**src/rtl/cursor_pkg.sv**
```systemverilog
// Shared cursor-path definitions: report layout, button bits, packer FSM states.
// Optional build macro used by hid_report_packer: HID_IDLE_SUPPRESS_EN.
package cursor_pkg;

   localparam int REPORT_LEN = 4;

   localparam logic [1:0] IDX_BTN   = 2'd0;
   localparam logic [1:0] IDX_X     = 2'd1;
   localparam logic [1:0] IDX_Y     = 2'd2;
   localparam logic [1:0] IDX_WHEEL = 2'd3;

   localparam int BTN_L = 0;
   localparam int BTN_R = 1;

   typedef enum logic {
      IDLE = 1'b0,
      SEND = 1'b1
   } state_t;

endpackage

```
**src/rtl/hid_report_packer_if.sv**
```systemverilog
// Valid/ready byte stream carrying HID reports toward the transport.
interface hid_report_packer_if;

   logic [7:0] data;
   logic       valid;
   logic       ready;
   logic       last;

   modport master (
      output data,
      output valid,
      output last,
      input  ready
   );

   modport slave (
      input  data,
      input  valid,
      input  last,
      output ready
   );

endinterface

```
**src/rtl/hid_report_packer_sat_accum.sv**
```systemverilog
// Per-axis saturating motion accumulator with snapshot-clear.
module sat_accum #(
   parameter int ACC_W   = 10,
   parameter int SAT_MAX = 127
) (
   input  logic              clk,
   input  logic              rst_n,
   input  logic signed [7:0] add,
   input  logic              clr,
   output logic signed [7:0] sat_byte
);

   localparam logic signed [ACC_W:0] HI =
      (ACC_W+1)'(SAT_MAX);
   localparam logic signed [ACC_W:0] LO = -HI;
   localparam logic signed [ACC_W-1:0] HI_S =
      ACC_W'(SAT_MAX);
   localparam logic signed [ACC_W-1:0] LO_S = -HI_S;

   logic signed [ACC_W-1:0] acc;
   logic signed [ACC_W:0]   raw;
   logic signed [ACC_W-1:0] sum;

   // One extra bit keeps acc + add exact before clamping.
   always_comb begin
      raw = {acc[ACC_W-1], acc}
          + {{(ACC_W-7){add[7]}}, add};
      if (raw > HI)
         sum = HI_S;
      else if (raw < LO)
         sum = LO_S;
      else
         sum = raw[ACC_W-1:0];
   end

   assign sat_byte = sum[7:0];

   always_ff @(posedge clk) begin
      if (!rst_n)
         acc <= '0;
      else if (clr)
         acc <= '0;
      else
         acc <= sum;
   end

endmodule

```
**src/rtl/hid_report_packer.sv**
```systemverilog
// Accumulates motion/buttons and streams a 4-byte boot-mouse report per tick.
// Build option HID_IDLE_SUPPRESS_EN: skip reports with no motion and no button change.
module hid_report_packer
   import cursor_pkg::*;
#(
   parameter int ACC_W   = 10,
   parameter int SAT_MAX = 127
) (
   input  logic                clk,
   input  logic                rst_n,
   input  logic                frame_tick,
   input  logic signed [7:0]   dx,
   input  logic signed [7:0]   dy,
   input  logic                left_btn,
   input  logic                right_btn,
   hid_report_packer_if.master m,
   output logic                busy,
   output logic                overrun
);

   state_t      state;
   state_t      state_nxt;
   logic [1:0]  idx;
   logic [1:0]  idx_nxt;
   logic        pending;
   logic        pend_nxt;
   logic        ovr_nxt;
   logic        trig;
   logic        send;
   logic        quiet;
   logic        hs;
   logic        valid;
   logic        btn_l;
   logic        btn_r;
   logic [7:0]  snap_b;
   logic [7:0]  rep_b;
   logic [7:0]  rep_x;
   logic [7:0]  rep_y;
   logic [7:0]  data_mux;
   logic signed [7:0] x_byte;
   logic signed [7:0] y_byte;

   sat_accum #(
      .ACC_W   (ACC_W),
      .SAT_MAX (SAT_MAX)
   ) u_acc_x (
      .clk      (clk),
      .rst_n    (rst_n),
      .add      (dx),
      .clr      (trig),
      .sat_byte (x_byte)
   );

   sat_accum #(
      .ACC_W   (ACC_W),
      .SAT_MAX (SAT_MAX)
   ) u_acc_y (
      .clk      (clk),
      .rst_n    (rst_n),
      .add      (dy),
      .clr      (trig),
      .sat_byte (y_byte)
   );

   always_comb begin
      snap_b        = '0;
      snap_b[BTN_L] = btn_l | left_btn;
      snap_b[BTN_R] = btn_r | right_btn;
   end

`ifdef HID_IDLE_SUPPRESS_EN
   logic [7:0] last_b;

   assign quiet = (x_byte == 8'sd0)
               && (y_byte == 8'sd0)
               && (snap_b == last_b);

   always_ff @(posedge clk) begin
      if (!rst_n)
         last_b <= '0;
      else if (send)
         last_b <= snap_b;
   end
`else
   assign quiet = 1'b0;
`endif

   assign valid = (state == SEND);
   assign hs    = valid & m.ready;
   assign send  = trig & ~quiet;
   assign busy  = valid;

   // A trigger is a tick in IDLE, or the final handshake with a tick owed.
   always_comb begin
      state_nxt = state;
      idx_nxt   = idx;
      pend_nxt  = pending;
      ovr_nxt   = 1'b0;
      trig      = 1'b0;
      unique case (state)
         IDLE: trig = frame_tick;
         SEND: begin
            if (hs)
               idx_nxt = idx + 2'd1;
            if (hs && (idx == IDX_WHEEL)) begin
               trig      = pending | frame_tick;
               ovr_nxt   = pending & frame_tick;
               pend_nxt  = 1'b0;
               state_nxt = IDLE;
            end else if (frame_tick) begin
               if (pending)
                  ovr_nxt = 1'b1;
               else
                  pend_nxt = 1'b1;
            end
         end
      endcase
      if (trig && !quiet) begin
         state_nxt = SEND;
         idx_nxt   = '0;
      end
   end

   always_ff @(posedge clk) begin
      if (!rst_n) begin
         state   <= IDLE;
         idx     <= '0;
         pending <= 1'b0;
         overrun <= 1'b0;
      end else begin
         state   <= state_nxt;
         idx     <= idx_nxt;
         pending <= pend_nxt;
         overrun <= ovr_nxt;
      end
   end

   // Snapshot consumes the sticky bits; current levels are not re-latched.
   always_ff @(posedge clk) begin
      if (!rst_n || trig) begin
         btn_l <= 1'b0;
         btn_r <= 1'b0;
      end else begin
         btn_l <= btn_l | left_btn;
         btn_r <= btn_r | right_btn;
      end
   end

   always_ff @(posedge clk) begin
      if (!rst_n) begin
         rep_b <= '0;
         rep_x <= '0;
         rep_y <= '0;
      end else if (send) begin
         rep_b <= snap_b;
         rep_x <= x_byte;
         rep_y <= y_byte;
      end
   end

   always_comb begin
      data_mux = 8'h00;
      if (valid) begin
         unique case (idx)
            IDX_BTN:   data_mux = rep_b;
            IDX_X:     data_mux = rep_x;
            IDX_Y:     data_mux = rep_y;
            IDX_WHEEL: data_mux = 8'h00;
         endcase
      end
   end

   assign m.data  = data_mux;
   assign m.valid = valid;
   assign m.last  = valid && (idx == IDX_WHEEL);

endmodule

```
**src/flat_wrapper.sv**
```systemverilog
// flat-port wrapper written by rule: the top's interface ports become plain ports
module hid_report_packer_flat import cursor_pkg::*;
#(
   parameter int ACC_W   = 10,
   parameter int SAT_MAX = 127
)
  (clk, rst_n, frame_tick, dx, dy, left_btn, right_btn, busy, overrun, m_data, m_valid, m_last, m_ready);
  hid_report_packer_if m_i ();
  input  logic clk;
  input  logic rst_n;
  input  logic frame_tick;
  input  logic signed [7:0] dx;
  input  logic signed [7:0] dy;
  input  logic left_btn;
  input  logic right_btn;
  output logic busy;
  output logic overrun;
  output wire logic [$bits(m_i.data)-1:0] m_data;
  output wire logic [$bits(m_i.valid)-1:0] m_valid;
  output wire logic [$bits(m_i.last)-1:0] m_last;
  input wire logic [$bits(m_i.ready)-1:0] m_ready;
  assign m_data = m_i.data;
  assign m_valid = m_i.valid;
  assign m_last = m_i.last;
  assign m_i.ready = m_ready;
  hid_report_packer #(.ACC_W(ACC_W), .SAT_MAX(SAT_MAX)) u_core (.clk(clk), .rst_n(rst_n), .frame_tick(frame_tick), .dx(dx), .dy(dy), .left_btn(left_btn), .right_btn(right_btn), .m(m_i), .busy(busy), .overrun(overrun));
endmodule
```
**config.mk**
```make
export PLATFORM = sky130hd
export DESIGN_NAME = hid_report_packer_flat
export DESIGN_NICKNAME = d
export VERILOG_FILES = /design/src/rtl/cursor_pkg.sv /design/src/rtl/hid_report_packer_if.sv /design/src/rtl/hid_report_packer_sat_accum.sv /design/src/rtl/hid_report_packer.sv /design/src/flat_wrapper.sv
export SDC_FILE = /design/constraint.sdc
export NUM_CORES = 1
export LEC_CHECK = 0
export CAP_MARGIN = 10
export CORE_UTILIZATION = 30
export CTS_CLUSTER_DIAMETER = 150
export CTS_CLUSTER_SIZE = 14
export DETAILED_ROUTE_END_ITERATION = 10
export PLACE_DENSITY = 0.54
export SYNTH_ARGS = -nofsm -noshare
export SYNTH_HDL_FRONTEND = slang
export SYNTH_SLANG_ARGS = --single-unit
```
**constraint.sdc**
```tcl
create_clock -name clk -period 3.56 [get_ports clk]
set_input_delay 0.712 -clock clk [delete_from_list [all_inputs] [get_ports clk]]
set_output_delay 0.712 -clock clk [all_outputs]
set_load 0.005 [all_outputs]
```
==> flow_results.org, run 1 <==
** Min path
- The worst hold path belongs to the class flop to flop.
- Worst hold start :: u_core.btn_r

** Clocking
- Buffers inserted during clock tree synthesis total 5.
- After clock tree synthesis, the clock-pin slew on the worst setup and hold paths is ~80 ps.
- Post-cts gate resize count :: 0
- Clk_lat worst skew :: between 200 and 300 ps
- Cell at the root of the clock tree :: sky130_fd_sc_hd__clkbuf_8
- Once the clock tree was built, the setup fixing pass inserted 0 buffers.
- TritonCTS clock tree :: done
- CTS Buffer Depth :: 2
- Level count of the clock H-tree :: 2
- CTS hold repair buffers :: 0
- For this design, the sink count on the clock tree is 45.

** Setup path
- Critical path data required time :: between 3000 and 4000 ps
- The worst setup path is captured at a flop.
- The largest single stage delay on the critical path is between 400 and 500 ps.
- The most critical setup path has its startpoint at dy[0].
- By startpoint and endpoint, the worst setup path is classified as input port to flop.
- Crit path max-delay family :: compound AO/OA/AOI/OAI gates
- Arrival time of the worst setup path :: between 3000 and 4000 ps
- Along the worst path, the maximum fanout reaches 6.
- Critical R2R Launch :: u_core.u_acc_y.acc[0]
- Cell-by-cell listing of the critical path :: clkdlybuf4s50_1 > ha_1 > inv_1 > fa_1 > nand2b_1 > a211o_1 > a211o_1 > nand3_1 > nand4_1 > a21oi_2 > a22o_1
- Counting stages on the worst path, the most repeated cell is sky130_fd_sc_hd__a211o_1.
- Standard cell with the maximum stage delay on the critical path :: sky130_fd_sc_hd__clkdlybuf4s50_1
- The number of buffers and inverters on the critical path is 2.
- The worst setup path is launched from an input port.

** Detailed routing
- Vias per cell :: around 5.2
- The first TritonRoute pass finished after 4 iterations.
- Count of antenna-violating nets left after detailed routing :: 0
- In the routed design, unresolved DRC markers number 0.
- The routed layout has ~2,400 vias.
- The final layout contains routed wiring with a total length of 6.293 mm.
- The detailed router finished its first iteration with 75 violations.
- In the final routed layout, each cell accounts on average for about 14 um.

** Cells and area
- At the end of the flow the core is filled with cells to 0.3752.
- Diode insertion count for antenna repair :: 0
- Area Growth Syn to Fin :: 20.16%
- Of the cells placed in the final design, the portion with a size suffix greater than 1 is 0.07649.
- Net count of the finished layout :: 400

** Flow run
- Total of max-cap violations :: 0

** Power
- The analysis attributes to cell leakage a power of approximately 1.3 nW.
- Total power divided by cell area :: 611.9 mW/mm2
- Max VDD drop :: 0.2700 mV

** Die
- Number of top-level design ports :: 34
- Die outline height :: ~98 um
- Die Area :: between 0.009 and 0.01 mm2
- Row generation in the floorplan step produced 34 rows.
- Area inside the core boundary :: slightly below 0.009 mm2
- Initial cell density of the core :: 0.3123
- From left edge to right edge, the die measures between 90 and 100 um.

** STA
- Slew @ Worst Pin :: between 800 and 900 ps
- Summed over all failing endpoints, the final setup total negative slack is 0 ps.
- The clock period could shrink to just over 3000 ps.
- Max-slew headroom :: 0.4057
- Unrepaired setup endpoints after global routing :: no
- The number of slew-limit violations in the final report is 0.
- On the final layout, the worst clock skew is approximately 6.7 ps.
- Dividing the final minimum period by the clock period gives 0.8741.
- Setup violation total in the final timing report :: 0
- Highest attainable clock frequency :: 321.4 MHz
- Once routing completed, OpenROAD measured the worst setup slack at 448.3 ps.
- The number of failing hold endpoints at the final stage came to 0.

** Synth
- Among all flip-flop cells after synthesis, the most frequent one is sky130_fd_sc_hd__dfxtp_1.
- Of the synthesized area, sequential elements account for 0.3292.
- Yosys attributes the largest share of cell area to sky130_fd_sc_hd__dfxtp_1 33%, sky130_fd_sc_hd__ha_1 11%, sky130_fd_sc_hd__nor2_1 4.3%.
- Syn. warnings :: 0
- Top post-synthesis cells by count :: 45 x sky130_fd_sc_hd__dfxtp_1, 31 x sky130_fd_sc_hd__nor2_1, 24 x sky130_fd_sc_hd__ha_1
- The number of nets in the synthesized netlist is between 300 and 400.
- Synthesis instantiated between 50 and 60 different standard cells from the library.
- In the synthesized netlist the async set-or-reset flop fraction comes to 0.
- The average instance in the mapped netlist occupies between 8 and 9 um2.
- Number of instances in the synthesized netlist :: 315
- The synthesized design contains 0 enable-type register cells.
- Proportion of netlist area held by the largest area contributor :: 0.3292
- Post-Syn Area :: roughly 0.0027 mm2
- Counting flops and latches in the post-synthesis netlist gives 45.
- The synthesized design spends more area on one cell type than any other, namely sky130_fd_sc_hd__dfxtp_1.
- Yosys instantiated no cell more often than sky130_fd_sc_hd__dfxtp_1.

** Global route
- The first global-routing pass estimated around 11 mm of wire.
- All-Layer GR Usage :: 0.1356
- The number of antenna violations at the first check in global routing is 0.
- Leftover overflow at the end of global routing :: 0
- The number of global-route vias before repair came to approximately 2,300.
- Entering global routing, the biggest net connects 15 pins.

** Outcome
- The flow ran to the end, and the final reports show no timing, DRC or antenna violations.

** Placed design
- Prior to clock tree synthesis, the placed netlist has a worst setup slack of approximately 130 ps.
- In this run the tool buffered the top-level ports with 33 buffer cells.
- RD Place Congestion :: about 0.86
- After legalization and detailed placement, the total HPWL measured roughly 5 mm.
## power by group
group          total [mW]  internal (mW)  switching (mW)  leakage (nW)
combinational        1.03          0.448           0.584         0.858
sequential          0.677          0.619          0.0581         0.372
clock               0.304          0.140           0.164        0.0395
total                2.01           1.21           0.806          1.27
## metrics by stage
step                area, um2  hold WS [ps]  power, mW  instances
finish                   3288         456.2      2.012        461
global route             3288         484.6      2.170        461
CTS                      3288         463.9      2.025        461
detailed placement       3208         443.6      1.710        453
global placement         3208         440.2      1.707        453
floorplan                2736         421.9      1.441        315
## tightest hold or removal path, stage by stage, from the launching register on
cell and delay, ps:
sky130_fd_sc_hd__dfxtp_1 310, sky130_fd_sc_hd__nor2_1 50, sky130_fd_sc_hd__nor2_1 70
## layout make-up
| cell class | instances | area [um2] |
|---|---|---|
| Clock buffer | 8 | 80.08 |
| Fill cell | 938 | 5475 |
| Inverter | 14 | 52.55 |
| Multi-Input combinational cell | 244 | 1722 |
| Sequential cell | 45 | 900.9 |
| Tap cell | 108 | 135.1 |
| Timing Repair Buffer | 42 | 397.9 |
## per-layer routing
layer / wire, um / track usage / vias up
li1: - / - / 1248
met1: 3012 / 0.1690 / 1098
met2: 3057 / 0.2378 / 31
met3: 156 / 0.02518 / 7
met4: 67 / 0.03733 / 0
met5: 0 / 0 / -
## sequential cells by signal, indices dropped and copies added, names as in the netlist
| signal | count |
|---|---|
| u_core.u_acc_x.acc | 10 |
| u_core.u_acc_y.acc | 10 |
| u_core.rep_x | 8 |
| u_core.rep_y | 8 |
| u_core.idx | 2 |
| u_core.rep_b | 2 |
| u_core.btn_l | 1 |
| u_core.btn_r | 1 |
| u_core.busy | 1 |
| u_core.overrun | 1 |
| u_core.pending | 1 |
## final timing paths
path	endpoint	slack [ps]	depth (start not counted)
setup / recovery	u_core.rep_y[5]	450	11
hold / removal	u_core.btn_r	460	2
setup reg to reg	u_core.rep_y[5]	960	10
hold reg to reg	u_core.btn_r	460	2
## layout by cell type (no fill, tap or decap), drive strengths merged, types with 3 or more instances in the layout
cell type	netlist	layout
a211oi	10	10
a21o	3	3
a21oi	15	15
a22o	6	6
a22oi	8	8
a31oi	6	6
and2	4	4
buf	4	9
clkbuf	8	8
clkdlybuf4s50	0	33
dfxtp	45	45
ha	24	24
inv	14	14
nand2	20	20
nand2b	7	7
nand3	7	7
nand4	5	5
nor2	31	31
nor2b	8	8
nor3	4	4
o21a	3	3
o21ai	21	21
o22ai	6	6
o311ai	5	5
o31ai	6	6
or2	3	3
or3	3	3
xnor2	6	6
xor2	4	4
## kinds of logic (layout without fill, tap and decap cells)
kind of cell,Yosys count,count (layout),synth area share
adder cells (fa/ha/maj),26,26,0.1244
AND/OR/NAND/NOR,99,99,0.1879
flip-flops,45,45,0.3292
buffers and inverters,26,64,0.04161
AO/OA/AOI/OAI,109,109,0.2849
XOR/XNOR,10,10,0.03201
No activity file was read; power rests on OpenSTA's default activity.
==> run 2, diff against run 1 <==
--- a/config.mk
+++ b/config.mk
@@ -11,6 +11,8 @@
 export CTS_CLUSTER_SIZE = 14
 export DETAILED_ROUTE_END_ITERATION = 10
 export PLACE_DENSITY = 0.54
+export SLEW_MARGIN = 0
 export SYNTH_ARGS = -nofsm -noshare
 export SYNTH_HDL_FRONTEND = slang
 export SYNTH_SLANG_ARGS = --single-unit
+export TNS_END_PERCENT = 30
==> results of run 2 <==
Same layout as run 1: the final DEF is identical, and so are final timing and power.
==> run 3, diff against run 2 <==
--- a/config.mk
+++ b/config.mk
@@ -7,9 +7,11 @@
 export LEC_CHECK = 0
 export CAP_MARGIN = 10
 export CORE_UTILIZATION = 30
+export CTS_BUF_LIST = sky130_fd_sc_hd__clkbuf_4
 export CTS_CLUSTER_DIAMETER = 150
 export CTS_CLUSTER_SIZE = 14
 export DETAILED_ROUTE_END_ITERATION = 10
+export MAX_ROUTING_LAYER = met4
 export PLACE_DENSITY = 0.54
 export SLEW_MARGIN = 0
 export SYNTH_ARGS = -nofsm -noshare
==> run 3 against run 2 <==
Critical path depth did not move; first-iteration DRC count is 5.3% lower; flip-flop and latch count unchanged; hold slack improved by 11 ps; combinational power is essentially flat; power is 2.4% lower; global-route usage up 0.32 points; non-clock buffer count unchanged; cell count did not move; maximum frequency is 1.9% higher; largest cell class unchanged; largest power group unchanged; critical path type unchanged; clock-buffer cell count unchanged.
==> flow_results.org, run 3 (synthesis results as in run 1) <==
** Cells and area
- Fill cells :: about 940
- Relative to the synthesized area, the layout overhead comes to 19.43%.
- Biggest registers after layout :: u_core.u_acc_x.acc: 10 flops, u_core.u_acc_y.acc: 10 flops
- The library cells used most frequently in the layout, excluding fill and tap cells, are 45 x sky130_fd_sc_hd__dfxtp_1, 33 x sky130_fd_sc_hd__clkdlybuf4s50_1, 31 x sky130_fd_sc_hd__nor2_1.
- In the final layout, the share of cells above drive strength 1 is 0.08499.
- Net count of the finished layout :: 400
- For this run, the number of standard cells in the final layout without fillers is between 400 and 500.
- Diode insertion count for antenna repair :: 0
- For this run, the share of the core covered by cells in the final layout is 0.3729.
- The library cell used most frequently in the layout, excluding fill and tap cells, is sky130_fd_sc_hd__dfxtp_1.

** Placed design
- Placed Cells incl. Taps :: ~450
- Final HPWL DP :: 5.013 mm
- Post-placement setup slack :: between 100 and 150 ps
- At the end of routability-driven placement, the weighted congestion stood at 0.8726.
- Number of buffers inserted by port buffering :: 33

** Detailed routing
- The count of nets left with antenna violations once routing finished came out at 0.
- First-iteration detailed-routing DRC count :: between 70 and 80
- The first TritonRoute pass finished after 4 iterations.
- Using the TritonRoute via totals, the vias-per-cell ratio works out to approximately 5.1.
- Drt drc :: 0
- Detailed routing inserted a total of 2,368 vias.
- Dividing the detail-routed wire length by the instance count gives roughly 14 um.
- Aggregate routed wire length :: 6.251 mm

** Setup path
- The most numerous cell type found on the critical path is sky130_fd_sc_hd__a211o_1.
- In this run the worst setup path begins at dy[0].
- The worst setup path is captured at a flop.
- R2R cell count :: 10
- Type of the worst setup path :: input port to flop
- The setup check on the worst reg-to-reg path leaves a slack of between 900 and 1000 ps.
- Worst setup path endpoint :: u_core.rep_y[5]
- Standard cell with the maximum stage delay on the critical path :: sky130_fd_sc_hd__clkdlybuf4s50_1
- On the worst path, the slowest cell contributes a delay of around 460 ps.
- Kind of start point of the critical path :: input port
- The endpoint identified for the worst register-to-register timing path is u_core.rep_y[5].
- Crit-path max FO :: 6
- Critical path data required time :: about 3900 ps
- In this run the critical register-to-register path is launched from u_core.u_acc_y.acc[0].
- Cell-by-cell listing of the critical path :: clkdlybuf4s50_1 > ha_1 > inv_1 > fa_1 > nand2b_1 > a211o_1 > a211o_1 > nand3_1 > nand4_1 > a21oi_2 > a22o_1
- STA puts the critical path data arrival time at between 3000 and 4000 ps.

** Clocking
- Clock buffer count from CTS :: 5
- Cell at the root of the clock tree :: sky130_fd_sc_hd__clkbuf_4
- The clock net in this run drives a total of 45 sinks.
- Post-cts gate resize count :: 0
- CTS Buffer Depth :: 2
- The number of setup buffers added after CTS is 0.
- CTS hold repair buffers :: 0
- Level count of the clock H-tree :: 2
- After clock tree synthesis, the clock-pin slew on the worst setup and hold paths is approximately 120 ps.
- Clk_lat worst skew :: roughly 350 ps
- TritonCTS clock tree :: done

** STA
- The worst path in the final design needs a cycle of about 3000 ps, including I/O delays and setup.
- For the pin with the worst max-slew slack, the measured transition is roughly 880 ps.
- The number of slew-limit violations in the final report was 0.
- The number of failing hold endpoints at the final stage was 0.
- Based on the critical path, the design can be clocked at up to approximately 330 MHz.
- Setup violation total in the final timing report :: 0
- Period utilization :: 0.8576
- Unrepaired setup endpoints after global routing :: no
- Setup ws final :: approximately 510 ps
- In this run the tightest slew margin relative to its limit is 0.4121.
- On the final layout, the worst clock skew is around 12 ps.
- For the final routed database, the setup TNS stands at 0 ps.

** Global route
- For this run, the total global-route usage over all layers was measured as 0.1389.
- The number of global-route vias before repair is ~2,300.
- Global routing finished with a remaining overflow of 0.
- The number of antenna violations at the first check in global routing was 0.
- Entering global routing, the biggest net connects 15 pins.
- The first global-routing pass estimated about 11 mm of wire.

** Die
- In this run the horizontal extent of the chip is a little under 100 um.
- The die covers about 0.0095 mm2.
- In this run the vertical extent of the chip is ~100 um.
- Area inside the core boundary :: 0.008763 mm2
- The initialized floorplan defines 34 standard-cell rows.
- The initial utilization of the core area, before any placement, comes to 0.3123.
- In this run the count of I/O pins placed on the die edge is 34.

** Outcome
- Outcome :: finished, final reports clean

** Power
- For this design the static power due to leakage is 1.267 nW.
- Max VDD drop :: around 0.25 mV
- Power, Total :: 1.963 mW
- Total power divided by cell area :: between 600 and 700 mW/mm2

** Flow run
- Max-cap violations in this run came to 0.

** Min path
- The path class of the tightest hold or removal check is flop to flop.
[run 3: cell counts in the layout (fill, tap and decap cells not counted)]
No cell type changed its count.
[run 3: through the flow]
step | hold WS, ps | instance area, um2
global route | 496.1 | 3268
floorplan | 421.9 | 2736
finish | 467.1 | 3268
detailed placement | 443.6 | 3208
global placement | 440.2 | 3208
CTS | 474.5 | 3268
[run 3: final cells by class]
| class | instances | area [um2] | area share |
|---|---|---|---|
| Tap cell | 108 | 135.1 | 0.04135 |
| Sequential cell | 45 | 900.9 | 0.2757 |
| Multi-Input combinational cell | 244 | 1722 | 0.5268 |
| Timing Repair Buffer | 42 | 397.9 | 0.1217 |
| Inverter | 14 | 52.55 | 0.01608 |
| Clock buffer | 8 | 60.06 | 0.01838 |
[run 3: worst max-delay path: cells and delay by family]
kind / cells / cell delay, ps
adder cells (fa/ha/maj): 2 / 590
AND/OR/NAND/NOR: 3 / 460
buffers and inverters: 2 / 520
AO/OA/AOI/OAI: 4 / 1080
[run 3: metal layers]
metal,vias to the layer above,GRT usage,share of wire
met4,0,0.03394,0.0077
met5,-,-,0
met3,7,0.02518,0.031
met1,1075,0.1685,0.47
met2,37,0.2378,0.49
li1,1249,-,-
[run 3: report_power, final]
group          internal (mW)  switching (mW)  total, mW
combinational          0.448           0.584       1.03
clock                  0.102           0.154      0.256
sequential             0.618          0.0568      0.675
[run 3: how the worst min path moves through the flow]
stage / slack (ps) / endpoint / depth (start not counted) / start
after CTS: 470 / u_core.btn_r / 2 / u_core.btn_r
after floorplan: 420 / u_core.btn_l / 2 / u_core.btn_l
after detailed placement: 440 / u_core.btn_r / 2 / u_core.btn_r
after global placement: 440 / u_core.btn_r / 2 / u_core.btn_r
after global routing: 500 / u_core.btn_r / 2 / u_core.btn_r
final: 470 / u_core.btn_r / 2 / u_core.btn_r
